[config.mk]
export PLATFORM = sky130hd
export DESIGN_NAME = button_ctrl
export DESIGN_NICKNAME = d
export VERILOG_FILES = /design/src/rtl/btn_pkg.sv /design/src/rtl/btn_filter.sv /design/src/rtl/button_ctrl.sv
export SDC_FILE = /design/constraint.sdc
export NUM_CORES = 1
export LEC_CHECK = 0
export CORE_MARGIN = 2
export CORE_UTILIZATION = 65
export CTS_BUF_LIST = sky130_fd_sc_hd__clkbuf_8
export CTS_CLUSTER_DIAMETER = 120
export CTS_CLUSTER_SIZE = 40
export DETAILED_ROUTE_END_ITERATION = 10
export HOLD_SLACK_MARGIN = 0.05
export PLACE_DENSITY = 0.92
export SLEW_MARGIN = 20
export SYNTH_ARGS = -nofsm -noshare
export SYNTH_HDL_FRONTEND = slang
export SYNTH_SLANG_ARGS = --single-unit
[constraint.sdc]
create_clock -name cclk -period 3.6 [get_ports cclk]
set_input_delay 0.54 -clock cclk [delete_from_list [all_inputs] [get_ports cclk]]
set_output_delay 0.54 -clock cclk [all_outputs]
set_load 0.01 [all_outputs]
[src/rtl/btn_pkg.sv]
// Shared constants for the push-button front end: event kinds, hold-FSM
// state encoding and the per-button pending-slot record.
package btn_pkg;

   localparam logic [1:0] EVT_PRESS  = 2'd0;
   localparam logic [1:0] EVT_LONG   = 2'd1;
   localparam logic [1:0] EVT_REPEAT = 2'd2;

   localparam logic [1:0] ST_IDLE   = 2'd0;
   localparam logic [1:0] ST_HELD   = 2'd1;
   localparam logic [1:0] ST_REPEAT = 2'd2;

   typedef struct packed {
      logic       valid;
      logic [1:0] kind;
   } slot_t;

   function automatic int unsigned max_u(input int unsigned a, input int unsigned b);
      return (a > b) ? a : b;
   endfunction

endpackage

[src/rtl/btn_filter.sv]
// One button: 3-sample hysteresis debounce plus press / long-hold / auto-repeat FSM.
// Everything advances only on the sample tick; evt is a 1-cycle strobe.
module btn_filter
   import btn_pkg::*;
#(
   parameter int unsigned LONG_TICKS   = 100,
   parameter int unsigned REPEAT_TICKS = 20
) (
   input  logic       cclk,
   input  logic       clr,
   input  logic       tick,
   input  logic       raw,
   output logic       level,
   output logic       evt,
   output logic [1:0] evt_kind
);

   localparam int unsigned   CNT_MAX = max_u(LONG_TICKS, REPEAT_TICKS);
   localparam int unsigned   CW      = $clog2(CNT_MAX + 1);
   localparam logic [CW-1:0] CNT_SAT = CW'(CNT_MAX);
   localparam logic [CW-1:0] LONG_C  = CW'(LONG_TICKS);
   localparam logic [CW-1:0] REP_C   = CW'(REPEAT_TICKS);

   // Two stored samples; the live raw input is the third of the window.
   logic [1:0]    sr_q, sr_d;
   logic [2:0]    samples;
   logic          level_q, level_d;
   logic          rise, fall;
   logic [1:0]    state_q, state_d;
   logic [CW-1:0] hold_q, hold_d, hold_inc;
   logic          evt_q, evt_d;
   logic [1:0]    kind_q, kind_d;

   always_comb begin
      samples  = {sr_q, raw};
      rise     = tick && (samples == 3'b111) && !level_q;
      fall     = tick && (samples == 3'b000) && level_q;
      sr_d     = tick ? samples[1:0] : sr_q;
      level_d  = level_q;
      if (rise) begin
         level_d = 1'b1;
      end else if (fall) begin
         level_d = 1'b0;
      end
      hold_inc = (hold_q == CNT_SAT) ? hold_q : hold_q + CW'(1);
   end

   always_comb begin
      state_d = state_q;
      hold_d  = hold_q;
      evt_d   = 1'b0;
      kind_d  = kind_q;
      if (tick) begin
         unique case (state_q)
            ST_IDLE: begin
               if (rise) begin
                  state_d = ST_HELD;
                  hold_d  = '0;
                  evt_d   = 1'b1;
                  kind_d  = EVT_PRESS;
               end
            end
            ST_HELD: begin
               if (fall) begin
                  state_d = ST_IDLE;
                  hold_d  = '0;
               end else if (hold_inc == LONG_C) begin
                  state_d = ST_REPEAT;
                  hold_d  = '0;
                  evt_d   = 1'b1;
                  kind_d  = EVT_LONG;
               end else begin
                  hold_d = hold_inc;
               end
            end
            ST_REPEAT: begin
               if (fall) begin
                  state_d = ST_IDLE;
                  hold_d  = '0;
               end else if (hold_inc == REP_C) begin
                  hold_d = '0;
                  evt_d  = 1'b1;
                  kind_d = EVT_REPEAT;
               end else begin
                  hold_d = hold_inc;
               end
            end
            default: begin
               state_d = ST_IDLE;
               hold_d  = '0;
            end
         endcase
      end
   end

   always_ff @(posedge cclk or posedge clr) begin
      if (clr) begin
         sr_q    <= '0;
         level_q <= 1'b0;
         state_q <= ST_IDLE;
         hold_q  <= '0;
         evt_q   <= 1'b0;
         kind_q  <= EVT_PRESS;
      end else begin
         sr_q    <= sr_d;
         level_q <= level_d;
         state_q <= state_d;
         hold_q  <= hold_d;
         evt_q   <= evt_d;
         kind_q  <= kind_d;
      end
   end

   assign level    = level_q;
   assign evt      = evt_q;
   assign evt_kind = kind_q;

endmodule

[src/rtl/button_ctrl.sv]
// Push-button front end: sample divider, per-button filters, one pending slot
// per button and a round-robin arbiter feeding a single valid/ready event stream.
module button_ctrl
   import btn_pkg::*;
#(
   parameter int unsigned N_BTN        = 4,
   parameter int unsigned SAMPLE_DIV   = 250000,
   parameter int unsigned LONG_TICKS   = 100,
   parameter int unsigned REPEAT_TICKS = 20
) (
   input  logic                     cclk,
   input  logic                     clr,
   input  logic [N_BTN-1:0]         btn_raw,
   output logic [N_BTN-1:0]         btn_level,
   output logic                     evt_valid,
   input  logic                     evt_ready,
   output logic [$clog2(N_BTN)-1:0] evt_id,
   output logic [1:0]               evt_kind,
   output logic                     evt_overrun
);

   localparam int unsigned   IW        = $clog2(N_BTN);
   localparam int unsigned   DW        = $clog2(SAMPLE_DIV);
   localparam logic [DW-1:0] DIV_LAST  = DW'(SAMPLE_DIV - 1);
   localparam logic [IW-1:0] GRANT_RST = IW'(N_BTN - 1);

   logic [DW-1:0] div_q;
   logic          tick;

   assign tick = (div_q == DIV_LAST);

   always_ff @(posedge cclk or posedge clr) begin
      if (clr) begin
         div_q <= '0;
      end else begin
         div_q <= tick ? '0 : div_q + DW'(1);
      end
   end

   // Raw buttons are asynchronous; two flops before the filter window.
   logic [N_BTN-1:0] sync1_q, sync2_q;

   always_ff @(posedge cclk or posedge clr) begin
      if (clr) begin
         sync1_q <= '0;
         sync2_q <= '0;
      end else begin
         sync1_q <= btn_raw;
         sync2_q <= sync1_q;
      end
   end

   logic [N_BTN-1:0] fevt;
   logic [1:0]       fkind [N_BTN];

   for (genvar i = 0; i < N_BTN; i++) begin : g_btn
      btn_filter #(
         .LONG_TICKS  (LONG_TICKS),
         .REPEAT_TICKS(REPEAT_TICKS)
      ) u_filter (
         .cclk    (cclk),
         .clr     (clr),
         .tick    (tick),
         .raw     (sync2_q[i]),
         .level   (btn_level[i]),
         .evt     (fevt[i]),
         .evt_kind(fkind[i])
      );
   end

   slot_t         slot_q [N_BTN];
   slot_t         slot_d [N_BTN];
   logic          overrun_q, overrun_d;
   logic          out_valid_q, out_valid_d;
   logic [IW-1:0] out_id_q, out_id_d;
   logic [1:0]    out_kind_q, out_kind_d;
   logic [IW-1:0] grant_q, grant_d;
   logic          win_found;
   logic [IW-1:0] win_idx;
   logic [1:0]    win_kind;
   int unsigned   cand;
   logic          load_ok, load;

   // Search upward from the slot after the last grant, wrapping around.
   always_comb begin
      win_found = 1'b0;
      win_idx   = '0;
      win_kind  = EVT_PRESS;
      cand      = 0;
      for (int unsigned k = 1; k <= N_BTN; k++) begin
         cand = (32'(grant_q) + k) % N_BTN;
         if (!win_found && slot_q[cand].valid) begin
            win_found = 1'b1;
            win_idx   = IW'(cand);
            win_kind  = slot_q[cand].kind;
         end
      end
      load_ok = !out_valid_q || evt_ready;
      load    = load_ok && win_found;
   end

   always_comb begin
      overrun_d = overrun_q;
      for (int i = 0; i < N_BTN; i++) begin
         slot_d[i] = slot_q[i];
         if (load && (win_idx == IW'(i))) begin
            slot_d[i].valid = 1'b0;
         end
         if (fevt[i]) begin
            // A slot being drained this cycle may take the new event directly.
            if (slot_q[i].valid && !(load && (win_idx == IW'(i)))) begin
               overrun_d = 1'b1;
            end else begin
               slot_d[i].valid = 1'b1;
               slot_d[i].kind  = fkind[i];
            end
         end
      end
   end

   always_comb begin
      out_valid_d = out_valid_q;
      out_id_d    = out_id_q;
      out_kind_d  = out_kind_q;
      grant_d     = grant_q;
      if (load) begin
         out_valid_d = 1'b1;
         out_id_d    = win_idx;
         out_kind_d  = win_kind;
         grant_d     = win_idx;
      end else if (load_ok) begin
         out_valid_d = 1'b0;
      end
   end

   always_ff @(posedge cclk or posedge clr) begin
      if (clr) begin
         for (int i = 0; i < N_BTN; i++) begin
            slot_q[i] <= '0;
         end
         overrun_q   <= 1'b0;
         out_valid_q <= 1'b0;
         out_id_q    <= '0;
         out_kind_q  <= EVT_PRESS;
         grant_q     <= GRANT_RST;
      end else begin
         for (int i = 0; i < N_BTN; i++) begin
            slot_q[i] <= slot_d[i];
         end
         overrun_q   <= overrun_d;
         out_valid_q <= out_valid_d;
         out_id_q    <= out_id_d;
         out_kind_q  <= out_kind_d;
         grant_q     <= grant_d;
      end
   end

   assign evt_valid   = out_valid_q;
   assign evt_id      = out_id_q;
   assign evt_kind    = out_kind_q;
   assign evt_overrun = overrun_q;

endmodule

# Word-level counts from Yosys, hierarchy flattened
# Cells that the tools add are included.
totals:
  inputBits: 7
  word_cells: 347
  output_inout_bits: 10
  reg_bits: 106
op_classes:
  bitwise: 8
  reduce_logical: 75
  order_cmp: 4
  muxes: 155
  add_sub_neg: 9
  n_eq_ne: 56
ops:
  columns: ["op", "count"]
  rows:
  - ["two-way mux 7 bit", 24]
  - [">= comparator 33 x 3 -> 1 bit (second input constant)", 4]
  - ["NOT 2 -> 33 bit", 4]
  - ["two-way mux 2 bit", 44]
  - ["one-hot mux 7 bit (3 select lines)", 4]
  - ["== test 7 bit (second input constant)", 8]
  - ["two-way mux 1 bit", 50]
  - ["two-way mux 3 bit", 16]
  - ["one-hot mux 2 bit (3 select lines)", 8]
  - ["!= test 2 x 1 -> 1 bit (second input constant)", 16]
  - ["adder 7 x 1 -> 7 bit (second input constant)", 4]
  - ["== test 7 x 5 -> 1 bit (second input constant)", 4]
  - ["logical AND 1 bit", 28]
  - ["AND reduction 7 bit", 4]
  - ["binary-select mux 3 bit (select 2 bit)", 4]
  - ["adder 18 x 1 -> 18 bit (second input constant)", 1]
  - ["== test 18 bit (second input constant)", 1]
  - ["two-way mux 18 bit", 1]
  - ["!= test 2 bit (second input constant)", 8]
  - ["AND reduction 2 bit", 8]
  - ["AND reduction 4 bit", 4]
  - ["== test 2 bit (second input constant)", 6]
  - ["== test 3 bit (second input constant)", 4]
  - ["zero test 1 bit", 12]
  - ["other kinds (11)", 40]

# Depth between registers and ports, before layout
logic_depth:
  depth_word: 27
  ltp_mapped: 10
  mapped_depth_nobuf: 9

# Modules after synthesis
# From an unflattened synthesis, not the netlist that was laid out.
unflattened:
  hier_cells: 773
  hier_area_um2: 7208.2
by_module_without_submodules:
  columns: ["module", "seq_area_each_um2", "cells_per_inst", "area_per_inst_um2", "n_inst"]
  rows:
  - ["btn_filter (g_btn[0].u_filter ...)", 375.4, 130, 1147.4, 3]
  - ["button_ctrl", 1153.6, 254, 2581.2, 1]
  - ["btn_filter (g_btn[1].u_filter)", 375.4, 129, 1184.9, 1]

# Worst setup path after synthesis
# OpenSTA, ideal clock, no wires.
synth_path:
  path_kind: "reg-to-reg"
  startpoint: "reg g_btn[0].u_filter.hold_q[0]"
  endpoint: "reg g_btn[0].u_filter.kind_q[1]"
  slack_ns: 1.065
  setup_time_ns: 0.128
  path_buffers: 0
  t_required_ns: 3.472
  synth_period_minus_slack_ns: 2.535
  arrival_ns: 2.407
  path_stages_with_launch: 9
  path_cell_list: "dfrtp_1 > inv_1 > ha_1 > nor4_2 > a31oi_2 > or3_4 > o21a_4 > a2111oi_4 > mux2_1"
synth_between:
  elab_chain_len: 5
  elab_cells_between_ends: 8
  cone_classes: "add/sub (1); eq/ne (5); mux (1); reduce/logical (1)"
synth_rtl:
  columns: ["element", "line_no", "text"]
  rows:
  - ["start, declared", "btn_filter.sv:30", "logic [CW-1:0] hold_q, hold_d, hold_inc;"]
  - ["start signal, assigned", "btn_filter.sv:108", "hold_q <= hold_d;"]
  - ["adder 7 x 1 -> 7 bit or == test 7 bit (tied branches)", "btn_filter.sv:45", "hold_inc = (hold_q == CNT_SAT) ? hold_q : hold_q + CW'(1);"]
  - ["two-way mux 7 bit *", "btn_filter.sv:45", null]
  - ["== test 7 x 5 -> 1 bit or == test 7 bit (tied branches)", "btn_filter.sv:80, btn_filter.sv:67", null]
  - ["!= test 2 x 1 -> 1 bit (no line)", null, null]
  - ["AND reduction 7 bit (no line) *", null, null]
  - ["end signal, assigned", "btn_filter.sv:110", "kind_q <= kind_d;"]
  - ["end, declared", "btn_filter.sv:32", "logic [1:0] kind_q, kind_d;"]
# Every way passes the cells marked *; elsewhere a longest branch is shown, timed or not.
# A chain may end at the register's enable or synchronous reset.

# Final worst setup path
# Same ends and word-level chain as after synthesis.

==> results.sh <==
export IMPL_max_freq_ghz=0.366
export IMPL_die_area_sq_mm=0.0112
export IMPL_drtIter0Drc=565
export IMPL_post_drt_wl_per_cell_microns=16.7
export IMPL_critPathRequiredTime_ns=3.86
export IMPL_setup_viol=0
export IMPL_drcViolationCount=0
export IMPL_postRouteAntennaNets=0
export IMPL_postSynthCellCount=761
export IMPL_synth_largest_area_cell="dfrtp_1"
export IMPL_die_h_microns=106
export IMPL_r2r_start="g_btn[0].u_filter.hold_q[0]$_DFFE_PP0P_"
export IMPL_pwr_share_comb=0.016
export IMPL_synth_cell_type_count=80
export IMPL_synthToLayoutAreaGrowth_pct=6.01
export IMPL_synth_top_cell_area_share=0.386
export IMPL_min_period_ns=2.74
export IMPL_relSlewSlack=0.504
export IMPL_grt_first_pass_wirelength_mm=25.1
export IMPL_cts_buffers=9
export IMPL_synth_main_ff_cell="dfrtp_1"
export IMPL_wl_mm=14.9
export IMPL_hold_viol=0
export IMPL_insertion_delay_ns=0.39
export IMPL_worstSetupStartpointType="flip-flop"
export IMPL_endpoint_kind="flip-flop"
export IMPL_fin_ws_ns=0.865
export IMPL_die_x_microns=106
export IMPL_status="complete, no violations"
export IMPL_place_gp_congestion=0.943
export IMPL_holdPathStages=0
export IMPL_crit_arrival_ns=3.00
export IMPL_cp_max_fo=7
export IMPL_root_buffer="clkbuf_8"
export IMPL_r2r_setup_slack_ns=0.86
export IMPL_drive_gt1_frac=0.0739
export IMPL_grt_overflow_total=0
export IMPL_grt_max_degree=59
export IMPL_rsz0062_at_grt="false"
export IMPL_p_leak_nw=3.05
export IMPL_clk_pin_slew_ns=0.10
export IMPL_p_int_mw=1.60
export IMPL_grt_pass1_vias=5498
export IMPL_ir_drop_v=0.000281
export IMPL_cts_htree_levels=3
export IMPL_path_class="reg2reg"
export IMPL_cts_path_max_buffers=2
export IMPL_hold_buffers=0
export IMPL_fin_nets=789
export IMPL_vias=5782
export IMPL_ys_seq_elements=106
export IMPL_cts_sinks=106
export IMPL_io_pins=17
export IMPL_io_buffers=16
export IMPL_hold_ws_ns=0.361
export IMPL_antenna_found_initial=0
export IMPL_layout_common_cells="dfrtp_1 (104), nand2_1 (89), nor2_1 (47)"
export IMPL_post_cts_buffers=0
export IMPL_seqPwrFrac=0.581
export IMPL_p_per_area_mw_per_mm2=288
export IMPL_min_to="sync2_q[0]$_DFF_PP0_"
export IMPL_ys_warn_count=0
export IMPL_vias_per_cell=6.47
export IMPL_ys_seq_area_frac=0.394
export IMPL_worstMarginPinSlew_ns=0.744
export IMPL_p_clk_frac=0.403
export IMPL_total_power_mw=2.06
export IMPL_fin_crit_sh=0.760
export IMPL_final_common_cell="dfrtp_1"
export IMPL_hpwl_mm=10.8
export IMPL_firstDrtPassIters=5
export IMPL_hold_start="sync1_q[0]$_DFF_PP0_"
export IMPL_synthesis_area_sq_mm=0.00675
export IMPL_fin_skew_ns=0.0176
export IMPL_slew_viol_final=0
export IMPL_coreArea_sq_mm=0.0102
export IMPL_cts_tree="built"
export IMPL_r2r_cells=8
export IMPL_maxCapViolations=0
export IMPL_switchingPower_uw=460
export IMPL_synth_edff_count=0
export IMPL_hold_class="reg2reg"
export IMPL_antennaDiodeCount=0
export IMPL_switching_share=0.223
export IMPL_reg2reg_to="g_btn[0].u_filter.evt_kind[1]$_DFFE_PP0P_"
export IMPL_tns_ns=0
export IMPL_start_util=0.662
export IMPL_syn_nets=797
export IMPL_syn_area_per_cell_sq_um=8.87
export IMPL_dp_slack_ns=0.739
export IMPL_synth_area_leaders="dfrtp_1 (39%), ha_1 (5.4%), nand2_1 (5.0%)"
export IMPL_fp_row_count=37
export IMPL_cts_resized=0
export IMPL_synth_async_reset_ratio=1.00
export IMPL_grt_total_usage=0.273
==> per-stage QoR <==
step / cells / area (sq um) / utilization
after floorplan: 761 / 6750 / -
after global placement: 878 / 6930 / 0.680
after detailed placement: 878 / 6930 / 0.680
after CTS: 894 / 7150 / 0.702
after global routing: 894 / 7150 / 0.702
final: 894 / 7150 / 0.702
==> power groups by stage <==
stage	Sequential, mW	Clock, mW	Combinational, mW
finish	1.20	0.832	0.0325
global route	1.20	0.888	0.0389
CTS	1.20	0.839	0.0345
detailed placement	1.22	0	0.0343
global placement	1.22	0	0.0339
floorplan	1.22	0	0.0182
==> state kept, by name, summed over array words and instances, names as in the netlist, 8 cells and up <==
name,count
g_btn.u_filter.hold_q,28
div_q,18
slot_q,12
g_btn.u_filter.evt_kind,8
g_btn.u_filter.sr_q,8
g_btn.u_filter.state_q,8
==> critical path, stage by stage (launching register included) <==
cell and delay, ns:
dfrtp_1 0.47, inv_1 0.09, ha_1 0.35, nor4_2 0.32, a31oi_2 0.09, or3_4 0.41, o21a_4 0.22, a2111oi_4 0.33
mux2_1 0.35
==> area by class of cell <==
type / instances / area (sq um)
repair buffers: 20 / 203
clock inverters: 7 / 101
fillers: 723 / 3030
well taps: 136 / 170
flip-flops and latches: 106 / 2660
clock buffers: 9 / 124
inverters: 40 / 153
multi-input cells: 576 / 3750
==> cell families (layout without fill, tap and decap cells) <==
kind of cell | Yosys count | after routing | synth area share
AO/OA/AOI/OAI | 183 | 183 | 0.180
XOR/XNOR | 20 | 20 | 0.0260
adder cells (fa/ha/maj) | 29 | 29 | 0.0538
buffers and inverters | 79 | 76 | 0.0512
flip-flops | 106 | 106 | 0.394
multiplexers | 24 | 24 | 0.0421
AND/OR/NAND/NOR | 320 | 320 | 0.254
==> worst max path at each step <==
stage / from / endpoint / slack [ns] / depth (start not counted)
final: g_btn[0].u_filter.hold_q[0]$_DFFE_PP0P_ / g_btn[0].u_filter.evt_kind[1]$_DFFE_PP0P_ / 0.86 / 8
after global routing: slot_q[2]$_DFF_PP0_ / evt_overrun$_DFF_PP0_ / 0.71 / 7
after CTS: g_btn[0].u_filter.hold_q[0]$_DFFE_PP0P_ / g_btn[0].u_filter.evt_kind[1]$_DFFE_PP0P_ / 0.88 / 8
after detailed placement: evt_ready / evt_overrun$_DFF_PP0_ / 0.74 / 8
after global placement: evt_ready / slot_q[9]$_DFFE_PP0P_ / 0.81 / 7
after floorplan: clr / div_q[0]$_DFF_PP0_ / 0.27 / 1
==> metal layers <==
layer  GRT usage  share of wire  vias up
met5           0              0        -
met4       0.117          0.025        0
li1            -              -     2718
met1       0.356           0.42     2826
met2       0.461           0.50      199
met3      0.0353          0.049       39
==> synthesized netlist by cell type, drive strengths merged, types with 8 or more instances <==
cell,number
nor2b,8
xor2,12
a21oi,43
ha,29
and3,10
mux2,15
nand2,89
a31oi,13
nor4,10
nand3,39
or3,8
buf,16
clkbuf,23
xnor2,8
nand2b,21
dfrtp,104
nor4b,8
a21o,11
nor3,24
inv,40
nor2,47
or2,9
nand4,8
and2,12
o21ai,47
(Power assumes the default switching activity.)
